$ cat config.mk
export PLATFORM = sky130hd
export DESIGN_NAME = mo_exec
export DESIGN_NICKNAME = d
export VERILOG_FILES = /design/src/rtl/mo_exec_pkg.sv /design/src/rtl/mo_exec_cnt.sv /design/src/rtl/mo_exec.sv
export SDC_FILE = /design/constraint.sdc
export NUM_CORES = 1
export LEC_CHECK = 0
export ABC_AREA = 1
export CORE_UTILIZATION = 52
export CTS_CLUSTER_DIAMETER = 30
export DETAILED_ROUTE_END_ITERATION = 8
export HOLD_SLACK_MARGIN = 0.08
export PLACE_DENSITY = 0.76
export SLEW_MARGIN = 20
export SYNTH_ARGS = -nofsm -noshare
export SYNTH_HDL_FRONTEND = slang
export SYNTH_SLANG_ARGS = --single-unit
$ cat constraint.sdc
create_clock -name clk -period 2 [get_ports clk]
set_clock_uncertainty 0.1 [all_clocks]
set_input_delay 0.2 -clock clk [delete_from_list [all_inputs] [get_ports clk]]
set_output_delay 0.2 -clock clk [all_outputs]
set_load 0.01 [all_outputs]
$ cat src/rtl/mo_exec_pkg.sv
// mo_exec_pkg: shared constants for the microoperation executor.
//   Y*_BIT  : bit positions of the microoperation strobes inside the MI word.
//   MI_*    : microinstruction codes issued by the control FSM.
package mo_exec_pkg;

  localparam int Y1_BIT = 2;  // load operand / count, clear accumulator
  localparam int Y2_BIT = 1;  // accumulate ACC += A
  localparam int Y3_BIT = 0;  // decrement iteration counter

  localparam logic [2:0] MI_LOAD    = 3'b100;
  localparam logic [2:0] MI_ADD     = 3'b010;
  localparam logic [2:0] MI_ADD_DEC = 3'b011;

endpackage

$ cat src/rtl/mo_exec_cnt.sv
// mo_exec_cnt: iteration counter with sticky underflow detect.
// Ports:
//   clk, reset (async, active-high)
//   load, load_val : load counter and clear underflow (wins over dec)
//   dec            : decrement; at zero the counter holds and udf is set
//   cnt, udf       : current count, sticky underflow flag
module mo_exec_cnt #(
  parameter int CNT_W = 4
) (
  input  logic             clk,
  input  logic             reset,
  input  logic             load,
  input  logic [CNT_W-1:0] load_val,
  input  logic             dec,
  output logic [CNT_W-1:0] cnt,
  output logic             udf
);

  always_ff @(posedge clk or posedge reset) begin
    if (reset) begin
      cnt <= '0;
      udf <= 1'b0;
    end else if (load) begin
      cnt <= load_val;
      udf <= 1'b0;
    end else if (dec) begin
      if (cnt != '0) cnt <= cnt - CNT_W'(1);
      else           udf <= 1'b1;
    end
  end

endmodule

$ cat src/rtl/mo_exec.sv
// mo_exec: operational unit executing Y1/Y2/Y3 microoperations from a control FSM.
// Y1 loads A/CNT and clears ACC; if a previous operation was in progress the
// pre-load ACC is published on result with a one-cycle done pulse.
// Y2 accumulates ACC += A; Y3 decrements CNT. x = (CNT > 1) feeds the FSM.
// Build option: MO_EXEC_SAT_EN -- saturate ACC at all-ones on overflow
// (default: wrap modulo 2^DATA_W). ovf is set on carry-out in both modes.
// Ports:
//   clk, reset (async, active-high), en, mi[2:0], a_in, n_in
//   x, result, done, busy, ovf, udf
module mo_exec
  import mo_exec_pkg::*;
#(
  parameter int DATA_W = 8,
  parameter int CNT_W  = 4
) (
  input  logic              clk,
  input  logic              reset,
  input  logic              en,
  input  logic [2:0]        mi,
  input  logic [DATA_W-1:0] a_in,
  input  logic [CNT_W-1:0]  n_in,
  output logic              x,
  output logic [DATA_W-1:0] result,
  output logic              done,
  output logic              busy,
  output logic              ovf,
  output logic              udf
);

  logic              y1, y2, y3;
  logic [DATA_W-1:0] a_r, acc;
  logic [CNT_W-1:0]  cnt;
  logic [DATA_W:0]   sum;

  assign y1  = en & mi[Y1_BIT];
  assign y2  = en & mi[Y2_BIT];
  assign y3  = en & mi[Y3_BIT];
  assign sum = {1'b0, acc} + {1'b0, a_r};
  assign x   = (cnt > CNT_W'(1));

  // Y1 also gates off Y3 in the counter via load priority.
  mo_exec_cnt #(.CNT_W(CNT_W)) u_cnt (
    .clk      (clk),
    .reset    (reset),
    .load     (y1),
    .load_val (n_in),
    .dec      (y3),
    .cnt      (cnt),
    .udf      (udf)
  );

  always_ff @(posedge clk or posedge reset) begin
    if (reset) begin
      a_r    <= '0;
      acc    <= '0;
      result <= '0;
      busy   <= 1'b0;
      done   <= 1'b0;
      ovf    <= 1'b0;
    end else begin
      done <= 1'b0;
      if (y1) begin
        a_r  <= a_in;
        acc  <= '0;
        ovf  <= 1'b0;
        busy <= 1'b1;
        // Only an operation already under way has a result to hand back.
        if (busy) begin
          result <= acc;
          done   <= 1'b1;
        end
      end else if (y2) begin
`ifdef MO_EXEC_SAT_EN
        acc <= sum[DATA_W] ? '1 : sum[DATA_W-1:0];
`else
        acc <= sum[DATA_W-1:0];
`endif
        ovf <= ovf | sum[DATA_W];
      end
    end
  end

endmodule
==> flow_summary.toml, run 1 <==
[timing]
hold_viol = 0
fin_tns_setup_ns = 0
max_slew.worst_pin.slew_ns = 0.399
slew_headroom_pct = 73.3
drv_slew = 0
post-route-period-util_pct = 91.0
rsz0062_at_grt = "no"
hold_ws_ns = 0.147
finalSetupViolCount = 0
setup_slack_ns = 0.180
post-route-min-period_ns = 1.82
fmax_mhz = 550

[setup_path]
criticalPathCategory = "flip-flop to primary output"
worstPathCellList = "inv_1 -> ha_1 -> o21ai_0 -> dlygate4sd2_1"
crit_path_end_kind = "primary output"
cp.required_ns = 1.70
start_kind = "flip-flop"
path_delay_family = "flip-flops"
crit_path_max_fanout = 4
path_buf_inv = 2
max_stage_delay_ns = 0.39
crit_arrival_ns = 1.52
cpMaxStageDelayCell = "dfrtp_1"

[floorplanning]
initial_core_util_pct = 55.7
pin_count = 31
die_h_um = 59.6
placementRows = 20
die_x_um = 59.6
dieArea_mm2 = 0.00356
core_mm2 = 0.00310

[grt]
grt_max_degree = 33
groute.usage.overall_pct = 22.1
antenna_found_initial = 0
grt_pass1_wl_um = 5750
overflow = 0
grt_pass1_vias = 1323

[finish]
drive_above_1_share_pct = 9.47
antennaDiodeCount = 0
area_growth_pct = 21.7
layout.nets = 272
fin_area_mm2 = 0.00210

[clock_network]
clock_latency_ns = 0.33
cts_buffer_depth = 2
clkTransAtPathRegs_ns = 0.09
root_buffer = "clkbuf_4"
cts.sinks = 32
h-tree-depth = 2
cts_buffers = 5
cts_tree = "done"
ctsHoldBuffers = 0

[logic_synthesis]
syn_inst = 207
syn_avg_cell_area_um2 = 8.35
yosysSeqAreaShare_pct = 46.3
yosysWarnings = 0
synth_seq_cells = 32
syn_area_mm2 = 0.00173
syn-num-nets = 236
synth_cell_types = 29

[placement]
post-place-ws_ns = 0.174
placed_cell_area_mm2 = 0.00206
hpwl_um = 2340
gp_congestion = 0.791
io_buffers = 30

[detailed_routing]
routedWlPerCell_um = 10.8
antenna_left = 0
drc = 0
vias_per_cell = 4.73
vias = 1357
first_iter_violations = 37
dr.pass1.iters = 4
detail_route.wirelength_um = 3090

[flow_run]
maxCapViolCount = 0

[power]
vdd_drop_max_mv = 0.556
powerDensity_mw_per_mm2 = 794
p_total_w = 0.00167
cellLeakagePower_nw = 1.09

[outcome]
status = "complete, no violations"

[worst_hold_path]
hold_path.class = "input port to async pin"
## report_power, final
part / internal, W / total (W) / leakage [nW] / switching [W]
clock: 0.000129 / 0.000333 / 0.0281 / 0.000203
combinational: 0.000246 / 0.000520 / 0.652 / 0.000274
sequential: 0.000746 / 0.000818 / 0.412 / 0.0000719
## repair_timing
| item | 4_1_cts | 5_1_grt |
|---|---|---|
| gates resized for setup | 1 | 1 |
| endpoints found under the setup margin | 1 | 1 |
| hold endpoints to repair | 0 | 0 |
| setup buffers | 0 | 0 |
| pin swaps | 0 | 0 |
## worst paths after layout
kind	start	cells after the start	slack (ns)	to
max in group asynchronous	reset	3	1.37	result[6]$_DFFE_PP0P_
min reg2reg	result[2]$_DFFE_PP0P_	2	0.38	result[2]$_DFFE_PP0P_
min in group clk	a_in[7]	3	0.30	a_r[7]$_DFFE_PP0P_
max	u_cnt.cnt[0]$_DFFE_PP0P_	4	0.18	x
max reg2reg	a_r[0]$_DFFE_PP0P_	8	0.23	ovf$_DFFE_PP0P_
min	reset	3	0.15	a_r[0]$_DFFE_PP0P_
## layout by cell type (no fill, tap or decap)
cell type        Yosys  final
a21oi_1              4      4
a22oi_2              1      1
a32o_1               1      1
buf_4                0      3
clkbuf_1             0      1
clkbuf_4             0      5
clkdlybuf4s50_1      0     29
clkinv_2             0      1
dfrtp_1             32     32
dlygate4sd2_1        0      1
fa_1                 1      1
ha_1                10     10
inv_1               20     20
inv_2                1      1
inv_8                1      1
nand2_1             84     84
nand2_2              2      2
nand3_1             13     13
nand3b_1             3      3
nand4_1              1      1
nor2_1               6      6
nor2_2               2      2
nor2_4               2      2
o211ai_1             1      1
o21a_1               1      1
o21ai_0              7      6
o21ai_1              3      4
o21ai_2              3      3
o22ai_2              1      1
or2_0                1      1
or2_1                1      1
or2_2                1      1
## sequential cells by signal, indices dropped and copies added (netlist names)
register,count
a_r,8
acc,8
result,8
u_cnt.cnt,4
busy,1
done,1
ovf,1
u_cnt.udf,1
## synth_stat cells
library cell | count | area share [%]
o21ai_0 | 7 | 2.0
buf_12 | 1 | 1.2
inv_2 | 1 | 0.22
o21ai_1 | 3 | 0.87
nand2_1 | 84 | 18
or2_1 | 1 | 0.36
nor2_4 | 2 | 1.3
a21oi_1 | 4 | 1.2
o22ai_2 | 1 | 0.72
o211ai_1 | 1 | 0.43
a22oi_2 | 1 | 0.72
a32o_1 | 1 | 0.58
buf_6 | 2 | 1.3
inv_8 | 1 | 0.65
or2_0 | 1 | 0.36
nand2_2 | 2 | 0.72
or2_2 | 1 | 0.36
ha_1 | 10 | 7.2
nand4_1 | 1 | 0.36
inv_1 | 20 | 4.3
buf_2 | 1 | 0.29
dfrtp_1 | 32 | 46
fa_1 | 1 | 1.2
nand3_1 | 13 | 3.8
nand3b_1 | 3 | 1.3
o21ai_2 | 3 | 1.5
o21a_1 | 1 | 0.43
nor2_1 | 6 | 1.3
nor2_2 | 2 | 0.72
## worst register-to-register path, stage by stage, from the launching register on
cell	delay, ns
dfrtp_1	0.39
ha_1	0.23
fa_1	0.38
nand2_1	0.10
nand2_1	0.09
nand3b_1	0.14
nor2_1	0.06
o21ai_1	0.12
nand2_1	0.06
## cell families after synthesis
logic type / count (synthesis) / share of synthesized area (%)
compound gates: 22 / 8.47
flops: 32 / 46.3
fa+ha+maj: 11 / 8.40
buf+inv: 26 / 7.96
simple gates: 116 / 28.8
## metal layers
| metal | GRT usage [%] | share of wire, % | vias up |
|---|---|---|---|
| met5 | 0 | 0 | - |
| met4 | 11.3 | 1.4 | 0 |
| met3 | 5.46 | 3.2 | 4 |
| met2 | 36.0 | 47 | 25 |
| met1 | 27.0 | 48 | 600 |
| li1 | - | - | 728 |
## area by class of cell
cell class	count	area, um^2
multi-input cells	149	790
repair buffers	33	322
clock buffers	6	41.3
fillers	302	1000
flip-flops and latches	32	801
well taps	44	55.1
inverters	22	90.1
clock inverters	1	5.00
## per-stage QoR
stage	instances	utilization (%)
floorplan	207	-
global placement	280	66.3
detailed placement	280	66.3
CTS	287	67.8
global route	287	67.8
finish	287	67.8
Note: power is estimated with default switching activity, not from simulation.
==> run 2, diff against run 1 <==
- CORE_MARGIN: not set -> 1.5
- CORE_UTILIZATION: 52 -> 54
- CTS_BUF_LIST: not set -> sky130_fd_sc_hd__clkbuf_4
- PLACE_DENSITY: 0.76 -> 0.79
==> flow_summary.toml, run 2 (synthesized netlist as in run 1, its figures left out) <==
[clock_network]
clkTransAtPathRegs_ns = 0.11
cts.sinks = 32
h-tree-depth = 2
cts_buffers = 5
clock_latency_ns = 0.33
post_cts_buffers = 0
ctsHoldBuffers = 0
root_buffer = "clkbuf_4"
cts_buffer_depth = 2
cts_tree = "done"

[finish]
layout_common_cells = "nand2_1, dfrtp_1, clkdlybuf4s50_1, inv_1, nand3_1"
reg_top3 = "a_r (8), acc (8), result (8)"
area_growth_pct = 22.0
multi_input_area_um2 = 790
fin_area_mm2 = 0.00211
seq_area_um2 = 801
final_core_util_pct = 69.1
fillers = 272
final_common_cell = "nand2_1"
final_cells = 288
drive_above_1_share_pct = 9.84
antennaDiodeCount = 0
layout.nets = 272

[detailed_routing]
drc = 0
dr.pass1.iters = 4
routedWlPerCell_um = 11.5
antenna_left = 0
vias = 1379
vias_per_cell = 4.79
first_iter_violations = 41
detail_route.wirelength_um = 3310

[floorplanning]
core_mm2 = 0.00305
dieArea_mm2 = 0.00355
initial_core_util_pct = 56.6
die_h_um = 59.6
die_x_um = 59.6
pin_count = 31
placementRows = 20

[setup_path]
crit_path_end_kind = "primary output"
cp.required_ns = 1.70
cpMaxStageDelayCell = "dfrtp_1"
crit_path_max_fanout = 4
crit_arrival_ns = 1.52
max_stage_delay_ns = 0.41
worstPathCellList = "inv_1 -> ha_1 -> o21ai_0 -> dlygate4sd2_1"
path_buf_inv = 2
path_delay_family = "flip-flops"
start_kind = "flip-flop"
criticalPathCategory = "flip-flop to primary output"

[timing]
finalSetupViolCount = 0
rsz0062_at_grt = "no"
drv_slew = 0
post-route-min-period_ns = 1.82
post-route-period-util_pct = 91.0
hold_viol = 0
slew_headroom_pct = 72.1
fin_tns_setup_ns = 0
fmax_mhz = 549
max_slew.worst_pin.slew_ns = 0.419

[grt]
grt_max_degree = 33
grt_pass1_wl_um = 5830
overflow = 0
grt_pass1_vias = 1364
antenna_found_initial = 0
groute.usage.overall_pct = 22.3

[flow_run]
maxCapViolCount = 0

[placement]
placed_cell_area_mm2 = 0.00206
place_inst = 280
gp_congestion = 0.859
io_buffers = 30
hpwl_um = 2500

[worst_hold_path]
hold_path.class = "input port to async pin"

[power]
powerDensity_mw_per_mm2 = 804
p_total_w = 0.00170
cellLeakagePower_nw = 1.09
vdd_drop_max_mv = 0.561

[outcome]
status = "complete, no violations"
run 2: where the power goes:
group          internal (W)  switching [W]  leakage [nW]
registers          0.000746      0.0000716         0.412
clock network      0.000129       0.000221        0.0324
logic              0.000247       0.000282         0.651
run 2: timing repair:
action / CTS / global route
gates cloned: 0 / 0
hold endpoints to repair: 0 / 0
resized for setup: 1 / 1
setup endpoints to repair: 1 / 1
run 2: area by class of cell:
class,count,area share (%)
clock buffers,5,1.78
flip-flops and latches,32,38.0
inverters,22,4.27
clock inverters,3,0.653
well taps,44,2.61
repair buffers,33,15.3
multi-input cells,149,37.4
run 2: worst paths after layout:
| path | depth (start not counted) | slack, ns | start | to |
|---|---|---|---|---|
| setup / recovery | 4 | 0.18 | u_cnt.cnt[0]$_DFFE_PP0P_ | x |
| hold / removal | 3 | 0.13 | reset | busy$_DFFE_PP0P_ |
| setup reg to reg | 8 | 0.25 | a_r[0]$_DFFE_PP0P_ | acc[6]$_DFFE_PP0P_ |
| hold reg to reg | 2 | 0.37 | result[6]$_DFFE_PP0P_ | result[6]$_DFFE_PP0P_ |
| max in group asynchronous | 3 | 1.36 | reset | acc[5]$_DFFE_PP0P_ |
| min in group clk | 3 | 0.29 | a_in[1] | a_r[1]$_DFFE_PP0P_ |
run 2: metal layers:
metal	share of wire, %	vias to the layer above	track usage [%]
li1	-	726	-
met1	45	617	26.1
met2	50	30	38.6
met3	3.4	6	6.11
met4	1.5	0	8.89
met5	0	-	0
run 2: worst register-to-register path, delay by kind of cell, from the launching register on:
family	cells	cell delay, ns
flip-flops	1	0.40
adder cells (fa/ha/maj)	2	0.61
AND/OR/NAND/NOR	6	0.55
run 2: metrics by stage:
stage | setup WS [ns] | hold WS [ns]
finish | 0.180 | 0.131
global route | 0.0639 | 0.192
CTS | 0.166 | 0.147
detailed placement | 0.225 | 0.358
global placement | 0.260 | 0.352
floorplan | 0.341 | 0.210
